## src/rtl/debouncer.sv

```systemverilog
// -----------------------------------------------------------------------------
// debouncer
//
// Debounce filter and event generator for one mechanical contact (push-button
// or switch). Expects an already-synchronized input, so no synchronizer flops
// are added here.
//
// A level change on Sync_i is accepted only after DEBOUNCE_CYCLES consecutive
// identical samples. The accepted level is presented on State_o. One-cycle
// event pulses accompany it:
//   - Press_o marks the rising edge of State_o.
//   - Release_o marks the falling edge of State_o.
//   - LongPress_o fires once when State_o has been held high for
//     LONG_PRESS_CYCLES cycles.
//
// Parameters
//   DEBOUNCE_CYCLES   consecutive identical samples needed to accept a change (>=1)
//   LONG_PRESS_CYCLES cycles State_o must stay high before LongPress_o   (>=1)
//
// Ports
//   Clock        in   single clock, rising edge
//   Reset        in   asynchronous, active-high reset
//   Sync_i       in   synchronized contact level, 1 = pressed
//   State_o      out  debounced level (registered)
//   Press_o      out  one-cycle pulse on State_o 0->1 (registered)
//   Release_o    out  one-cycle pulse on State_o 1->0 (registered)
//   LongPress_o  out  one-cycle pulse, at most once per press (registered)
//
// State table
//   state           | meaning
//   ----------------+-------------------------------------------------------
//   RELEASED        | accepted level 0, input agrees
//   CONFIRM_PRESS   | accepted level 0, counting consecutive 1 samples
//   PRESSED         | accepted level 1, input agrees
//   CONFIRM_RELEASE | accepted level 1, counting consecutive 0 samples
// -----------------------------------------------------------------------------
module debouncer #(
  parameter int DEBOUNCE_CYCLES   = 50_000,
  parameter int LONG_PRESS_CYCLES = 10_000_000
) (
  input  logic Clock,
  input  logic Reset,
  input  logic Sync_i,
  output logic State_o,
  output logic Press_o,
  output logic Release_o,
  output logic LongPress_o
);

  localparam int DW = $clog2(DEBOUNCE_CYCLES + 1);
  localparam int HW = $clog2(LONG_PRESS_CYCLES + 1);

  // The confirm counter enters a CONFIRM state already holding 1 (the first
  // sample). The sample seen while the count equals DEB_LAST is the one that
  // completes the run.
  localparam logic [DW-1:0] DEB_LAST  = DW'(DEBOUNCE_CYCLES - 1);
  localparam logic [HW-1:0] HOLD_MAX  = HW'(LONG_PRESS_CYCLES);
  localparam logic [HW-1:0] HOLD_LAST = HW'(LONG_PRESS_CYCLES - 1);

  typedef enum logic [1:0] {
    RELEASED        = 2'd0,
    CONFIRM_PRESS   = 2'd1,
    PRESSED         = 2'd2,
    CONFIRM_RELEASE = 2'd3
  } state_t;

  state_t          fsm_q,     fsm_d;
  logic [DW-1:0]   cnt_q,     cnt_d;
  logic [HW-1:0]   hold_q,    hold_d;
  logic            level_q,   level_d;
  logic            press_q,   press_d;
  logic            release_q, release_d;
  logic            long_q,    long_d;

  // ---------------------------------------------------------------------------
  // State and output registers
  // ---------------------------------------------------------------------------
  always_ff @(posedge Clock or posedge Reset) begin
    if (Reset) begin
      fsm_q     <= RELEASED;
      cnt_q     <= '0;
      hold_q    <= '0;
      level_q   <= 1'b0;
      press_q   <= 1'b0;
      release_q <= 1'b0;
      long_q    <= 1'b0;
    end else begin
      fsm_q     <= fsm_d;
      cnt_q     <= cnt_d;
      hold_q    <= hold_d;
      level_q   <= level_d;
      press_q   <= press_d;
      release_q <= release_d;
      long_q    <= long_d;
    end
  end

  // ---------------------------------------------------------------------------
  // Debounce FSM: next state, confirm counter and level/edge pulses
  // ---------------------------------------------------------------------------
  always_comb begin
    fsm_d     = fsm_q;
    cnt_d     = cnt_q;
    level_d   = level_q;
    press_d   = 1'b0;
    release_d = 1'b0;

    unique case (fsm_q)
      RELEASED: begin
        if (Sync_i) begin
          // A single-sample filter accepts immediately, giving a pure
          // one-cycle delay of Sync_i.
          if (DEBOUNCE_CYCLES == 1) begin
            fsm_d   = PRESSED;
            cnt_d   = '0;
            level_d = 1'b1;
            press_d = 1'b1;
          end else begin
            fsm_d = CONFIRM_PRESS;
            cnt_d = DW'(1);
          end
        end
      end

      CONFIRM_PRESS: begin
        if (!Sync_i) begin
          fsm_d = RELEASED;
          cnt_d = '0;
        end else if (cnt_q == DEB_LAST) begin
          fsm_d   = PRESSED;
          cnt_d   = '0;
          level_d = 1'b1;
          press_d = 1'b1;
        end else begin
          cnt_d = cnt_q + DW'(1);
        end
      end

      PRESSED: begin
        if (!Sync_i) begin
          if (DEBOUNCE_CYCLES == 1) begin
            fsm_d     = RELEASED;
            cnt_d     = '0;
            level_d   = 1'b0;
            release_d = 1'b1;
          end else begin
            fsm_d = CONFIRM_RELEASE;
            cnt_d = DW'(1);
          end
        end
      end

      CONFIRM_RELEASE: begin
        if (Sync_i) begin
          fsm_d = PRESSED;
          cnt_d = '0;
        end else if (cnt_q == DEB_LAST) begin
          fsm_d     = RELEASED;
          cnt_d     = '0;
          level_d   = 1'b0;
          release_d = 1'b1;
        end else begin
          cnt_d = cnt_q + DW'(1);
        end
      end

      default: begin
        fsm_d = RELEASED;
        cnt_d = '0;
      end
    endcase
  end

  // ---------------------------------------------------------------------------
  // Hold counter and long-press pulse
  // ---------------------------------------------------------------------------
  // The counter runs while the accepted level is 1. That includes
  // CONFIRM_RELEASE, because State_o is still high there. It saturates at
  // LONG_PRESS_CYCLES, so the pulse cannot fire again for the same press.
  //
  // A release confirmed on the same edge takes priority. The counter clears
  // and the long-press pulse is suppressed.
  always_comb begin
    hold_d = hold_q;
    long_d = 1'b0;

    if (press_d || release_d) begin
      hold_d = '0;
    end else if (level_q && (hold_q != HOLD_MAX)) begin
      hold_d = hold_q + HW'(1);
      if (hold_q == HOLD_LAST) begin
        long_d = 1'b1;
      end
    end
  end

  assign State_o     = level_q;
  assign Press_o     = press_q;
  assign Release_o   = release_q;
  assign LongPress_o = long_q;

endmodule

```

## config.mk

```make
export PLATFORM = sky130hd
export DESIGN_NAME = debouncer
export DESIGN_NICKNAME = d
export VERILOG_FILES = /design/src/rtl/debouncer.sv
export SDC_FILE = /design/constraint.sdc
export NUM_CORES = 1
export LEC_CHECK = 0
export ABC_AREA = 1
export BUFFER_PORTS_ARGS = -buffer_cell sky130_fd_sc_hd__buf_2
export CAP_MARGIN = 0
export CORE_AREA = 2 2 105 107
export CTS_CLUSTER_DIAMETER = 120
export DETAILED_ROUTE_END_ITERATION = 8
export DIE_AREA = 0 0 107 109
export PLACE_DENSITY = 0.55
export RECOVER_POWER = 50
export SETUP_SLACK_MARGIN = 0.3
export SKIP_CTS_REPAIR_TIMING = 1
export SLEW_MARGIN = 20
export SYNTH_ARGS = -nofsm -noshare
export SYNTH_HDL_FRONTEND = slang
export SYNTH_SLANG_ARGS = --single-unit
export TNS_END_PERCENT = 10
```

## constraint.sdc

```tcl
create_clock -name Clock -period 1.7 [get_ports Clock]
set_clock_uncertainty 0.1 [all_clocks]
set_input_delay 0.085 -clock Clock [delete_from_list [all_inputs] [get_ports Clock]]
set_output_delay 0.085 -clock Clock [all_outputs]
set_load 0.005 [all_outputs]
```

# Word level (Yosys, flattened, before mapping)
# Cells that the tools add are included.
word_totals:
  elab_cells: 59
  out_inout_bits: 4
  register_bits: 46
  input_bits: 3
classes:
  reduce_logical: 8
  addsub: 2
  muxes: 28
  eq_ne: 14
ops:
  columns: ["operator", "n"]
  rows:
  - ["16-bit 2-to-1 mux", 5]
  - ["16-bit one-hot mux with 4 select lines", 1]
  - ["24-bit 2-to-1 mux", 2]
  - ["24-bit by 1-bit adder with 24-bit output (second input constant)", 1]
  - ["24-bit equality test (second input constant)", 1]
  - ["24-bit != test (second input constant)", 1]
  - ["16-bit by 1-bit adder with 16-bit output (second input constant)", 1]
  - ["16-bit equality test (second input constant)", 1]
  - ["1-bit 2-to-1 mux", 12]
  - ["2-bit 2-to-1 mux", 6]
  - ["2-bit != test (second input constant)", 6]
  - ["2-bit one-hot mux with 4 select lines", 1]
  - ["3-bit != test (second input constant)", 2]
  - ["5-bit AND reduction", 1]
  - ["2-bit equality test (second input constant)", 2]
  - ["4-bit AND reduction", 1]
  - ["2-bit nonzero test", 2]
  - ["2-bit by 1-bit equality test with 1-bit output (second input constant)", 1]
  - ["2-bit logical NOT", 1]
  - ["1-bit one-hot mux with 2 select lines", 1]
  - ["2-bit AND reduction", 1]
  - ["1-bit logical AND", 1]
  - ["1-bit logical OR", 1]

# Longest topological paths before layout
# Gate-level depths: netlist of the first run.
depth:
  ltp_word: 6
  mapped_depth: 11
  depth_no_buf: 11

# Least setup slack after synthesis of the first run
# OpenSTA, ideal clock, no wires.
synth_path:
  kind: "flip-flop to flip-flop"
  from: "register hold_q[0]"
  to: "register hold_q[14]"
  arrival_ps: 1328
  stages_incl_launch_ff: 12
  setup_ps: 131
  path_buffers: 2
  period_less_slack_ps: 1559
  setup_slack_ps: 141
  t_required_ps: 1469
  path_cell_list: "dfrtp_1 > inv_1 > ha_1 > nand3_1 > nor2_1 > nand3_2 > buf_6 > buf_6 > nand3_1 > nand2_1 > nand2_1 > nor2_1"
synth_between:
  elab_chain_cells: 3
  elab_cells_between_ends: 6
  classes_between: "add/sub: 1; eq/ne: 1; mux: 2; reduce/logical: 2"
synth_lines:
  columns: ["item", "line_no", "text"]
  rows:
  - ["from (decl)", "69", "logic [HW-1:0] hold_q, hold_d;"]
  - ["from (signal assigned)", "90", "hold_q <= hold_d;"]
  - ["24-bit by 1-bit adder with 24-bit output / 24-bit != test (equally long branches)", "190, 189", null]
  - ["24-bit 2-to-1 mux / 1-bit logical AND (equally long branches)", "189", "end else if (level_q && (hold_q != HOLD_MAX)) begin"]
  - ["24-bit 2-to-1 mux / 2-bit nonzero test (equally long branches)", null, null]
# Parallel ways exist; a longest one is shown, timed or not. The select of a mux whose other input is x is not followed.
# A chain may end at the register's enable or synchronous reset.

# Final worst setup path of the first run
layout_path:
  from: "register cnt_q[1]"
  to: "register cnt_q[10]"
layout_between:
  elab_chain_cells: 4
  elab_cells_between_ends: 6
  classes_between: "add/sub: 1; eq/ne: 1; mux: 4"
layout_lines:
  columns: ["item", "line_no", "text"]
  rows:
  - ["from (decl)", "68", "logic [DW-1:0] cnt_q, cnt_d;"]
  - ["from (signal assigned)", "89", "cnt_q <= cnt_d;"]
  - ["16-bit by 1-bit adder with 16-bit output / 16-bit equality test (equally long branches)", null, null]
  - ["16-bit 2-to-1 mux *", "129, 157", null]
  - ["16-bit 2-to-1 mux, on equally long branches", "154, 126", null]
  - ["16-bit one-hot mux with 4 select lines *", "108", "unique case (fsm_q)"]
# Mark *: on every way between the ends. The rest lies on a longest branch, timed or not.

==> implementation parameters, run 1 <==
Parameter                              Value

Status
  Status    finished with violations
  Failing checks    hold timing

STA
  Sum of negative setup slack    0 ns
  Transition at the pin with the smallest max-transition slack    0.9001 ns
  Relative max-transition margin    39.93%
  Final-report hold violation count    1
  Slew Viols, Final    0
  Setup violators final    0
  Clock period minus final worst setup slack    1.654 ns
  Worst Hold Slack    -0.02604 ns
  Peak Freq    604.8 MHz
  Part of the cycle the worst path needs    97.27%
  Setup repair after global routing missed its margin    yes

Placement
  Placed wire-length estimate after detailed placement    5.838 mm
  Final RePlAce weighted congestion    0.8643
  Placed Area    0.003452 sq mm
  Cells after DPL    630
  Buffers on Ports    6

Routing
  Total wirelength of the detailed-routed design    7.856 mm
  Antenna-violating nets left    0
  Number of iterations in the first detailed-routing pass    4
  DRT iter0 DRCs    91
  DR vias    3,002
  Post-detailed-route via-to-cell ratio    4.633
  Number of remaining DRC errors    0
  Average wire length per cell after detail routing    12.12 um

Power and ir drop
  Pleak    1.784 nW
  Power density over the cells    644.5 mW/mm^2
  Worst supply voltage drop on vdd    0.6446 mV
  Total power draw    0.002467 W

Setup path
  CP Cell Sequence    ha_4, nand2_2, nor2_4, nand2_2, nor2_4, nand2_4, nor2_4, nand2_1, nand3_2, o21ai_2
  Master of the slowest instance on the critical path    dfrtp_1
  Data required, critical path    1.80 ns
  Type of element launching the critical path    flip-flop
  Register-to-register setup slack    0.05 ns
  Cell count of the worst reg-to-reg path    10
  Critical setup path kind    flip-flop to flip-flop
  Maximum single-stage delay on the critical path    0.41 ns
  Crit Reg-Reg Endpoint    cnt_q[10]
  First element of the critical path    cnt_q[1]
  Critical path arrival    1.75 ns
  Startpoint of the worst register-to-register path    cnt_q[1]
  Maximum fanout count along the critical path    4
  Most prevalent standard cell on the critical path    nor2_4
  Kind of end point of the critical path    flip-flop

GRT
  Number of global-route vias before repair    3,088
  Grt total ovfl    0
  Overall routing resource usage    14.32%
  Pin count of the biggest net entering global routing    25
  Initial antenna violation count    0
  Global-route wire length before repair    13.61 mm

Clock tree
  Htree depth    2
  Insertion delay of the later-clocked pin in the worst-skew pair    0.31 ns
  Clock transition at the registers of the reported paths    0.10 ns
  Clock sinks    46
  TritonCTS Buffers    5
  Cell at the root of the clock tree    clkbuf_8
  Max clock buf depth    2
  CTS tree    done

Finish
  Number of nets in the layout    513
  Fillcell total    1,136
  Post-layout instance area    0.003829 sq mm
  Top library cells by usage in the layout, fill and taps aside    nand2_1, nor2_1, inv_1
  Final Instance Count excl. Fillers    648
  Most common cell after layout, fill and taps aside    nand2_1
  Area of all sequential standard cells    0.001161 sq mm
  Signed area change from the synthesized netlist to the final layout    24.29%
  Area occupied by multi-input gates    0.001831 sq mm
  Diode count    0
  Layout cells sized above 1    24.80%

Floorplanning
  Row cnt    38
  Core region area    0.01060 sq mm
  Vertical extent of the die    109 um
  Die ar.    0.01166 sq mm
  Boundary Pins    7
  Effective utilization at floorplan    29.05%
  Overall die width    107 um

Yosys
  Fraction of synthesis flops using an asynchronous set or reset pin    100.0%
  Post-synthesis register bit count    46
  Sequential area share after synthesis    37.37%
  Number of flops mapped to enable cells by yosys    0
  Synthesized netlist cell count    464
  Number of warnings issued by yosys    0
  Mean instance size in the synthesized netlist    6.639 sq um
  Post-synthesis instance area    0.003080 sq mm
  Number of nets in the synthesized netlist    470
  Number of distinct library cells after synthesis    27
  Commonest register cell after synthesis    dfrtp_1

Worst hold path
  Worst hold path type    input port to flip-flop
  Number of cells on the worst hold path    3
  Launch point of the worst hold path    Sync_i
  Worst Hold Endpoint    Press_o

Run
  Max-cap violation count    0
-- synthesized netlist by cell type (4+ instances only) --
cell | count | area share (%)
nand2_1 | 131 | 16
nor2_1 | 82 | 10
inv_1 | 56 | 6.8
dfrtp_1 | 46 | 37
nand3_1 | 45 | 7.3
o21ai_0 | 15 | 2.4
nand4_1 | 12 | 2.4
nand2_2 | 9 | 1.8
inv_2 | 8 | 0.97
nor3_1 | 8 | 1.3
nor2_2 | 7 | 1.4
o21ai_1 | 7 | 1.1
xor2_1 | 7 | 2.0
nor2_4 | 5 | 1.8
o22ai_1 | 4 | 0.81
-- metal layers --
metal	vias to the layer above	global-route usage [%]	wire length [um]
met1	1405	17.90	3669
met2	35	25.57	3905
li1	1553	-	-
met4	0	3.803	100
met3	9	2.451	180
met5	-	0	0
-- how the worst max path moves through the flow --
stage / end / slack [ns] / depth (start not counted)
finish: cnt_q[10] / 0.05 / 10
global route: cnt_q[12] / -0.06 / 10
detailed placement: hold_q[21] / 0.002 / 10
CTS: hold_q[23] / -0.02 / 10
global placement: hold_q[22] / 0.02 / 10
floorplan: hold_q[14] / 0.17 / 11
-- per-stage QoR --
stage / util [%] / setup slack [ns]
after floorplan: - / 0.1719
after global placement: 32.56 / 0.02277
after detailed placement: 32.56 / 0.002214
after CTS: 33.46 / -0.02102
after global routing: 36.11 / -0.06275
final: 36.11 / 0.04643
-- kinds of logic (layout without fill, tap and decap cells) --
group / after synthesis / count (layout) / synth area share [%]
simple gates: 307 / 307 / 44.56
buf+inv: 69 / 113 / 9.139
flops: 46 / 46 / 37.37
compound gates: 32 / 32 / 5.727
xor+xnor: 7 / 7 / 1.990
fa+ha+maj: 3 / 3 / 1.219
-- area by class of cell --
class                           instances  share of cell area (%)
Clock inverter                          3                  0.6863
Clock buffer                            5                   1.797
Tap cell                              140                   4.575
Multi-Input combinational cell        349                   47.81
Timing Repair Buffer                   41                   8.072
Inverter                               64                   6.732
Sequential cell                        46                   30.33
-- power by group --
group	leakage [nW]	switching (W)	internal [W]	total, W
clock network	0.0495	0.000432	0.000306	0.000738
logic	1.17	0.000340	0.000189	0.000529
registers	0.563	0.0000533	0.00115	0.00120
total	1.78	0.000825	0.00164	0.00247
-- worst max-delay path, delay by kind of cell (launching register included) --
kind	cells	cell delay, ns
flops	1	0.41
fa+ha+maj	1	0.18
compound gates	1	0.05
simple gates	8	0.80
-- registers in the layout (all words and copies together) (netlist names), named ones only --
register,flops
LongPress_o,1
fsm_q,1
hold_q,24
State_o,1
Release_o,1
cnt_q,16
Press_o,1
No activity file was read; power rests on OpenSTA's default activity.
==> inputs of run 2 (changes only) <==
--- a/config.mk
+++ b/config.mk
@@ -9,6 +9,7 @@
 export BUFFER_PORTS_ARGS = -buffer_cell sky130_fd_sc_hd__buf_2
 export CAP_MARGIN = 0
 export CORE_AREA = 2 2 105 107
+export CTS_BUF_LIST = sky130_fd_sc_hd__clkbuf_2
 export CTS_CLUSTER_DIAMETER = 120
 export DETAILED_ROUTE_END_ITERATION = 8
 export DIE_AREA = 0 0 107 109
==> implementation parameters, run 2 (synthesis results as in run 1) <==
Parameter                              Value

Placement
  Placed wire-length estimate after detailed placement    5.838 mm (unchanged)
  Final RePlAce weighted congestion    0.8643 (unchanged)
  Buffers on Ports    6 (unchanged)

Setup path
  Type of element launching the critical path    flip-flop
  Critical path arrival    1.92 ns (+0.17 ns)
  Critical setup path kind    flip-flop to flip-flop
  Kind of end point of the critical path    flip-flop
  Maximum fanout count along the critical path    4 (unchanged)
  Data required, critical path    1.95 ns (+0.15 ns)

Clock tree
  Max clock buf depth    2 (unchanged)
  TritonCTS Buffers    5 (unchanged)
  Insertion delay of the later-clocked pin in the worst-skew pair    0.45 ns (+0.14 ns)
  Clock sinks    46 (unchanged)
  Clock transition at the registers of the reported paths    0.29 ns (+0.19 ns)
  Htree depth    2 (unchanged)
  CTS tree    done
  Cell at the root of the clock tree    clkbuf_2

Power and ir drop
  Pleak    1.819 nW (+2.0%)
  Total power draw    0.002276 W (-7.8%)
  Power density over the cells    587.2 mW/mm^2 (-8.9%)
  Worst supply voltage drop on vdd    0.6847 mV (+6.2%)

GRT
  Met2 capacity usage during global routing    25.80% (+0.23 points)
  Number of global-route vias before repair    3,097 (+0.29%)
  Grt total ovfl    0 (unchanged)
  Overall routing resource usage    14.32% (unchanged)
  Highest-utilization routing layer at the global route stage    met2
  Pin count of the biggest net entering global routing    25 (unchanged)
  GR met3 Demand/Resource    2.331% (-0.12 points)
  Global-route wire length before repair    13.64 mm (+0.21%)
  Initial antenna violation count    0 (unchanged)
  Global-route met1 utilization    18.01% (+0.11 points)

STA
  Sum of negative setup slack    0 ns (unchanged)
  Relative max-transition margin    39.43% (-0.50 points)
  Transition at the pin with the smallest max-transition slack    0.9076 ns (+0.007553 ns)
  Slew Viols, Final    0 (unchanged)
  Part of the cycle the worst path needs    98.30% (+1.0 points)
  Setup repair after global routing missed its margin    yes
  Clock period minus final worst setup slack    1.671 ns (+0.01748 ns)
  Setup violators final    0 (unchanged)
  Final-report hold violation count    0 (-1)
  Peak Freq    598.4 MHz (-1.0%)

Routing
  Number of remaining DRC errors    0 (unchanged)
  Total wirelength of the detailed-routed design    8.061 mm (+2.6%)
  DRT iter0 DRCs    98 (+7.7%)
  Number of iterations in the first detailed-routing pass    4 (unchanged)
  Average wire length per cell after detail routing    12.33 um (+1.7%)
  DR vias    3,027 (+0.83%)
  Post-detailed-route via-to-cell ratio    4.628 (about the same)
  Antenna-violating nets left    0 (unchanged)

Finish
  Most common cell after layout, fill and taps aside    nand2_1
  Largest register FFs    24 (unchanged)
  Fillcell total    1,138 (+0.18%)
  Top library cells by usage in the layout, fill and taps aside    nand2_1, nor2_1, inv_1
  Utilization after layout    36.56% (+0.45 points)
  Number of nets in the layout    519 (+1.2%)
  Signed area change from the synthesized netlist to the final layout    25.83%
  Biggest regs    hold_q: 24 flops, cnt_q: 16 flops
  Largest register by flop count    hold_q
  Diode count    0 (unchanged)
  Layout cells sized above 1    27.24% (+2.4 points)

Floorplanning
  Overall die width    107 um (unchanged)
  Die ar.    0.01166 sq mm (unchanged)
  Boundary Pins    7 (unchanged)
  Core region area    0.01060 sq mm (unchanged)
  Vertical extent of the die    109 um (unchanged)
  Row cnt    38 (unchanged)
  Effective utilization at floorplan    29.05% (unchanged)

Worst hold path
  Worst hold path type    input port to flip-flop

Status
  Status    finished, final reports clean

Run
  Max-cap violation count    0 (unchanged)
run 2: changes by cell type in the layout (fill, tap and decap cells not counted), moves of 2 or more:
cell,change
buf_4,+5
nor2_2,+4
dfrtp_2,+2
clkbuf_8,-5
o21ai_1,+2
dfrtp_1,-2
clkbuf_2,+6
nor2_1,-5
run 2: routing by layer:
layer	part of all wire (%)	wire length (um)
met1	45	3666
met3	2.9	231
met4	1.7	136
met5	0	0
met2	50	4026
run 2: worst paths after layout:
check	depth (start not counted)	startpoint	slack (ns)	end
min	6	Sync_i	0.11	hold_q[19]
min in group asynchronous	3	Reset	0.22	asynchronous set/reset pin
max	9	cnt_q[0]	0.03	cnt_q[15]
max in group asynchronous	4	Reset	0.37	hold_q[7]
min reg2reg	2	hold_q[19]	0.47	hold_q[19]
max reg2reg	9	cnt_q[0]	0.03	cnt_q[15]
run 2: metrics by stage:
stage	hold slack (ns)	area (sq um)	std cells	setup WS [ns]
final	0.1097	3876	654	0.02895
after global routing	0.1167	3876	654	-0.08787
after CTS	-0.5169	3503	638	-0.08042
after detailed placement	0.05350	3452	630	0.002214
after global placement	0.03825	3452	630	0.02277
after floorplan	0.1628	3088	464	0.1719
run 2: area by class of cell:
class / count / area [sq um] / area share (%)
tap: 140 / 175.2 / 4.519
multi-input combinational: 349 / 1858 / 47.93
clock buffer: 5 / 25.02 / 0.6456
clock inverter: 3 / 26.28 / 0.6779
timing repair buffer: 47 / 372.9 / 9.619
sequential: 46 / 1164 / 30.02
inverter: 64 / 255.2 / 6.585
run 2: power by group:
part / internal [W] / total, W / leakage (nW) / switching [W]
Clock: 0.000120 / 0.000534 / 0.0344 / 0.000414
Combinational: 0.000205 / 0.000539 / 1.23 / 0.000335
Sequential: 0.00115 / 0.00120 / 0.560 / 0.0000539
run 2: worst max-delay path, stage by stage (launching register included):
cell	delay (ns)
dfrtp_1	0.46
buf_4	0.13
buf_4	0.11
nand2_1	0.06
nor2_2	0.16
nand3_2	0.14
nor3_2	0.17
nand3_1	0.09
o211ai_1	0.09
nand2_1	0.07
